[config.mk]
export PLATFORM = sky130hd
export DESIGN_NAME = jt7759_datafifo
export DESIGN_NICKNAME = d
export VERILOG_FILES = /design/src/rtl/jt7759_datafifo.sv
export SDC_FILE = /design/constraint.sdc
export NUM_CORES = 1
export LEC_CHECK = 0
export ABC_AREA = 1
export CAP_MARGIN = 20
export CELL_PAD_IN_SITES_DETAIL_PLACEMENT = 2
export CELL_PAD_IN_SITES_GLOBAL_PLACEMENT = 2
export CORE_UTILIZATION = 34
export CTS_BUF_LIST = sky130_fd_sc_hd__clkbuf_8 sky130_fd_sc_hd__clkbuf_16
export DETAILED_ROUTE_END_ITERATION = 10
export MAX_ROUTING_LAYER = met4
export PLACE_DENSITY = 0.89
export SYNTH_ARGS = -nofsm -noshare
export SYNTH_HDL_FRONTEND = slang
export SYNTH_SLANG_ARGS = --single-unit
[constraint.sdc]
create_clock -name clk -period 5.25 [get_ports clk]
set_clock_uncertainty 0.15 [all_clocks]
set_input_delay 0.525 -clock clk [delete_from_list [all_inputs] [get_ports clk]]
set_output_delay 0.525 -clock clk [all_outputs]
set_load 0.005 [all_outputs]
[src/rtl/jt7759_datafifo.sv]
// Sample-data FIFO for jt7759: ROM prefetch in master mode, CPU write capture in slave mode.
// Optional `JT7759_DATAFIFO_STATS_EN adds the ovf_cnt drop/underrun counter output.
module jt7759_datafifo #(
  parameter int DW = 8,
  parameter int AW = 17,
  parameter int LW = 2
) (
  input  logic          clk,
  input  logic          rstn,
  input  logic          cen_ctl,
  input  logic          mdn,
  input  logic          ctrl_busyn,
  input  logic          ctrl_load,
  input  logic [AW-1:0] ctrl_addr,
  input  logic          ctrl_cs,
  output logic [DW-1:0] ctrl_din,
  output logic          ctrl_ok,
  output logic          rom_cs,
  output logic [AW-1:0] rom_addr,
  input  logic [DW-1:0] rom_data,
  input  logic          rom_ok,
  input  logic          cs,
  input  logic          wrn,
  input  logic [DW-1:0] din,
  output logic          drqn,
  output logic [LW:0]   level,
  output logic          ovf
`ifdef JT7759_DATAFIFO_STATS_EN
  ,
  output logic [7:0]    ovf_cnt
`endif
);

  localparam int DEPTH = 1 << LW;
  localparam logic [LW:0] FULL = (LW+1)'(DEPTH);

  typedef enum logic [1:0] {IDLE, REQ, PUSH} state_t;

  state_t        state, state_nx;
  logic [LW-1:0] wr_ptr, rd_ptr;
  logic [DW-1:0] mem [0:DEPTH-1];
  logic [DW-1:0] rom_data_p0;
  logic          wr_q, ctrl_cs_q, armed;
  logic          wr_stb, wr_rise, cs_rise;
  logic          slv_wr, rom_push, has_room, has_data;
  logic          push, pop;
  logic [DW-1:0] push_data;

  assign wr_stb    = cs & ~wrn;
  assign wr_rise   = wr_stb & ~wr_q;
  assign cs_rise   = ctrl_cs & ~ctrl_cs_q;
  assign has_room  = level < FULL;
  assign has_data  = level != '0;
  assign slv_wr    = ~mdn & ~ctrl_busyn & wr_rise;
  assign rom_push  = (state == PUSH) & ~ctrl_busyn;
  assign push      = (slv_wr | rom_push) & has_room;
  assign pop       = armed & has_data & ~ctrl_busyn;
  assign push_data = mdn ? rom_data_p0 : din;
  assign rom_cs    = state != IDLE;

  // Only IDLE->REQ waits for cen_ctl; the ROM ack and the push slot run at full clock rate
  always_comb begin
    state_nx = state;
    case (state)
      IDLE:    if (cen_ctl && mdn && !ctrl_busyn && has_room) state_nx = REQ;
      REQ:     if (rom_ok) state_nx = PUSH;
      PUSH:    state_nx = IDLE;
      default: state_nx = IDLE;
    endcase
    if (ctrl_busyn) state_nx = IDLE;
  end

  always_ff @(posedge clk or negedge rstn) begin
    if (!rstn) begin
      state     <= IDLE;
      wr_ptr    <= '0;
      rd_ptr    <= '0;
      level     <= '0;
      rom_addr  <= '0;
      drqn      <= 1'b1;
      ovf       <= 1'b0;
      armed     <= 1'b0;
      ctrl_ok   <= 1'b0;
      ctrl_din  <= '0;
      wr_q      <= 1'b0;
      ctrl_cs_q <= 1'b0;
    end else begin
      state     <= state_nx;
      wr_q      <= wr_stb;
      ctrl_cs_q <= ctrl_cs;
      if (ctrl_busyn) begin
        wr_ptr <= '0;
        rd_ptr <= '0;
        level  <= '0;
        drqn   <= 1'b1;
        ovf    <= 1'b0;
        if (ctrl_load) rom_addr <= ctrl_addr;
      end else begin
        if (push) wr_ptr <= wr_ptr + 1'b1;
        if (pop)  rd_ptr <= rd_ptr + 1'b1;
        if (push && !pop)      level <= level + 1'b1;
        else if (pop && !push) level <= level - 1'b1;
        if (slv_wr && !has_room) ovf <= 1'b1;
        if (cen_ctl) drqn <= ~has_room;
        if (rom_push) rom_addr <= rom_addr + 1'b1;
      end
      if (!ctrl_cs)  ctrl_ok <= 1'b0;
      else if (pop)  ctrl_ok <= 1'b1;
      if (!ctrl_cs || ctrl_busyn || pop) armed <= 1'b0;
      else if (cs_rise)                  armed <= 1'b1;
      if (pop) ctrl_din <= mem[rd_ptr];
    end
  end

  // Data storage: ROM byte captured on ack, written into the FIFO on the PUSH cycle
  always_ff @(posedge clk) begin
    if (state == REQ && rom_ok) rom_data_p0 <= rom_data;
    if (push) mem[wr_ptr] <= push_data;
  end

`ifdef JT7759_DATAFIFO_STATS_EN
  logic [8:0] und_cnt;

  // An armed read starved for 256 cycles counts once, then und_cnt parks at 256
  always_ff @(posedge clk or negedge rstn) begin
    if (!rstn) begin
      ovf_cnt <= '0;
      und_cnt <= '0;
    end else if (ctrl_busyn) begin
      ovf_cnt <= '0;
      und_cnt <= '0;
    end else begin
      if (armed && !has_data) begin
        if (und_cnt != 9'd256) und_cnt <= und_cnt + 1'b1;
      end else begin
        und_cnt <= '0;
      end
      if (((slv_wr && !has_room) || (armed && !has_data && und_cnt == 9'd255))
          && ovf_cnt != 8'hFF)
        ovf_cnt <= ovf_cnt + 1'b1;
    end
  end
`endif

endmodule
==> flow_summary.toml <==
[setup_path]
r2r_slack_ns = 2.86
reg2regPathDepth = 10
worstSetupEndpointType = "register"
reg2reg_to = "level[2]$_DFFE_PN0P_"
cp-start-kind = "input pin"
critPathKind = "input pin to register"
crit_fanout = 40
worstPathRequired_ns = 5.33
cp.arrival_ns = 3.50
r2r_start = "level[2]$_DFFE_PN0P_"

[yosys]
synth_cell_types = 35
synth_area_per_cell_um2 = 9.593
synth_edf_count = 40
synth_area_leaders = "edfxtp_1 (31%), dfrtp_1 (25%), nand2_1 (7.3%), nor2_1 (5.5%), inv_1 (3.9%)"
synth_top_area_share_pct = 31.15
synth_warnings = 0
syn_area_um2 = 3856
synth_most_common_cell = "nand2_1"
synth_cells = 402
synthArstFlopShare_pct = 50.00
post-synth-top-area-cell = "edfxtp_1"
syn-num-nets = 451
ys_seq_area_share_pct = 57.14
ys_ff_latch = 80
synth_ff_type = "edfxtp_1"
ys_top_cells_by_count = "nand2_1 (75), nor2_1 (56), edfxtp_1 (40), inv_1 (40), dfrtp_1 (39)"

[layout]
area_growth_pct = 29.79
stdcell_area_um2 = 5005
nNetsFinal = 524
drive_above_1_share_pct = 10.63
fillCellCount = 1184
diodes = 0
layout.cells.non_filler = 620

[hold_path]
min_path_type = "input pin to asynchronous set/reset pin"

[cts]
cts_sinks = 80
cts-htree-levels = 3
cts_tree = "done"
ctsResizeCount = 0
clkTransAtPathRegs_ns = 0.07
cts_setup_buffers = 0
cts_max_path_buffers = 2
cts_made_buffers = 9
cts-root-buf = "clkbuf_16"
cts_hold_buf = 0
clock_latency_ns = 0.35

[floorplanning]
dieArea_um2 = 11770
die_w_um = 108.5
design.core.area_um2 = 10940
ioPinCount = 75
start_util_pct = 35.26
fp.dieH_um = 108.5
core.rowCount = 38

[grt]
grt_max_degree = 41
grt_pass1_vias = 3673
overflow = 0
antenna_found_initial = 0
grt_pass1_wl_um = 22210
groute.usage.overall_pct = 27.09

[routing]
via_per_inst = 5.402
drt-total-wl_um = 14470
antenna_left = 0
dr.pass1.iters = 4
drc = 0
vias = 3349
wire_per_inst_um = 23.33
first_iter_violations = 203

[placement]
placed_cells = 604
io_buffers = 74
dpl_cell_area_um2 = 4695
gp_congestion = 0.7908
hpwl_um = 9982

[sta]
final_hold_viol_count = 0
finalMaxSlewViolations = 0
grt_setup_unrepaired = "false"
fin_crit_ns = 3.424
tns_ns = 0
tightest_slew_ns = 1.011
setup_viol = 0
slew_headroom_pct = 32.60
fin_crit_sh_pct = 65.22
max_freq_mhz = 292.1

[flow_run]
max-cap-violations = 0

[status]
status = "finished, final reports clean"

[power]
power_density_nw_per_um2 = 423.5
ir_worst_vdd_uv = 155.8
power.leakage_nw = 2.077
[sequential cells by signal, summed over array words and instances, names as in the netlist, 2 cells and up]
register	cells
state	2
rom_data_p0	8
level	3
ctrl_din	8
rd_ptr	2
wr_ptr	2
mem	32
rom_addr	17
[area by class of cell]
type                            count  area, µm²  area share, %
Clock inverter                      7      85.08          1.700
Tap cell                          140      175.2          3.500
Sequential cell                    80       2203          44.02
Multi-Input combinational cell    267       1419          28.35
Inverter                           43      161.4          3.225
Clock buffer                        9      225.2          4.500
Timing Repair Buffer               74      735.7          14.70
[cells by family after synthesis]
| family | after synthesis | synth area share (%) |
|---|---|---|
| AND/OR/NAND/NOR | 182 | 21.77 |
| flip-flops | 80 | 57.14 |
| AO/OA/AOI/OAI | 68 | 9.864 |
| buffers and inverters | 55 | 6.067 |
| multiplexers | 8 | 2.336 |
| adder cells (fa/ha/maj) | 6 | 2.141 |
| XOR/XNOR | 3 | 0.6815 |
[per-layer routing]
metal,vias to the layer above,part of all wire [%],global-route usage (%)
met2,93,51,46.25
li1,1504,-,-
met3,31,3.0,3.376
met1,1721,43,32.26
met5,-,0,-
met4,0,3.0,11.10
[per-stage QoR]
| stage | hold slack [ns] | setup slack [ns] | power [W] | utilization, % |
|---|---|---|---|---|
| 2_1_floorplan | 0.07941 | 3.348 | 0.001109 | - |
| 3_3_place_gp | 0.2553 | 1.787 | 0.001374 | 42.93 |
| 3_5_place_dp | 0.2744 | 1.553 | 0.001431 | 42.93 |
| 4_1_cts | 0.2173 | 1.826 | 0.002131 | 45.77 |
| 5_1_grt | 0.2536 | 1.639 | 0.002207 | 45.77 |
| 6_report | 0.1735 | 1.826 | 0.002120 | 45.77 |
[how the worst max path moves through the flow]
stage | start | endpoint | slack, ns
CTS | ctrl_busyn | level[2]$_DFFE_PN0P_ | 1.83
finish | ctrl_busyn | level[2]$_DFFE_PN0P_ | 1.83
global route | ctrl_busyn | level[2]$_DFFE_PN0P_ | 1.64
global placement | ctrl_busyn | level[2]$_DFFE_PN0P_ | 1.79
detailed placement | ctrl_busyn | level[2]$_DFFE_PN0P_ | 1.55
floorplan | mdn | mem[0][0]$_DFFE_PP_ | 3.35
[critical path: stages]
cell and delay [ns]:
clkdlybuf4s50_1 0.69, inv_2 0.70, nand3_2 0.44, nand3_4 0.23, inv_1 0.09, fa_1 0.41
inv_1 0.10, nand3_1 0.11, nand2_1 0.13, o21bai_2 0.06
[report_power, final]
group | leakage, nW | switching (W) | internal [W]
logic | 1.06 | 0.000312 | 0.000264
registers | 0.862 | 0.000107 | 0.000762
clock network | 0.153 | 0.000297 | 0.000379
total | 2.08 | 0.000715 | 0.00140
[cells in the final DEF, fill, tap and decap left out, types with 12 or more instances in the layout]
cell and n:
clkdlybuf4s50_1 73, nand3_1 23, o21ai_0 25, o22ai_1 12
edfxtp_1 40, dfrtp_1 39, o21ai_1 14, nor2_1 56
nand2_1 75, inv_1 40
Power figures use the tool's default switching activity.
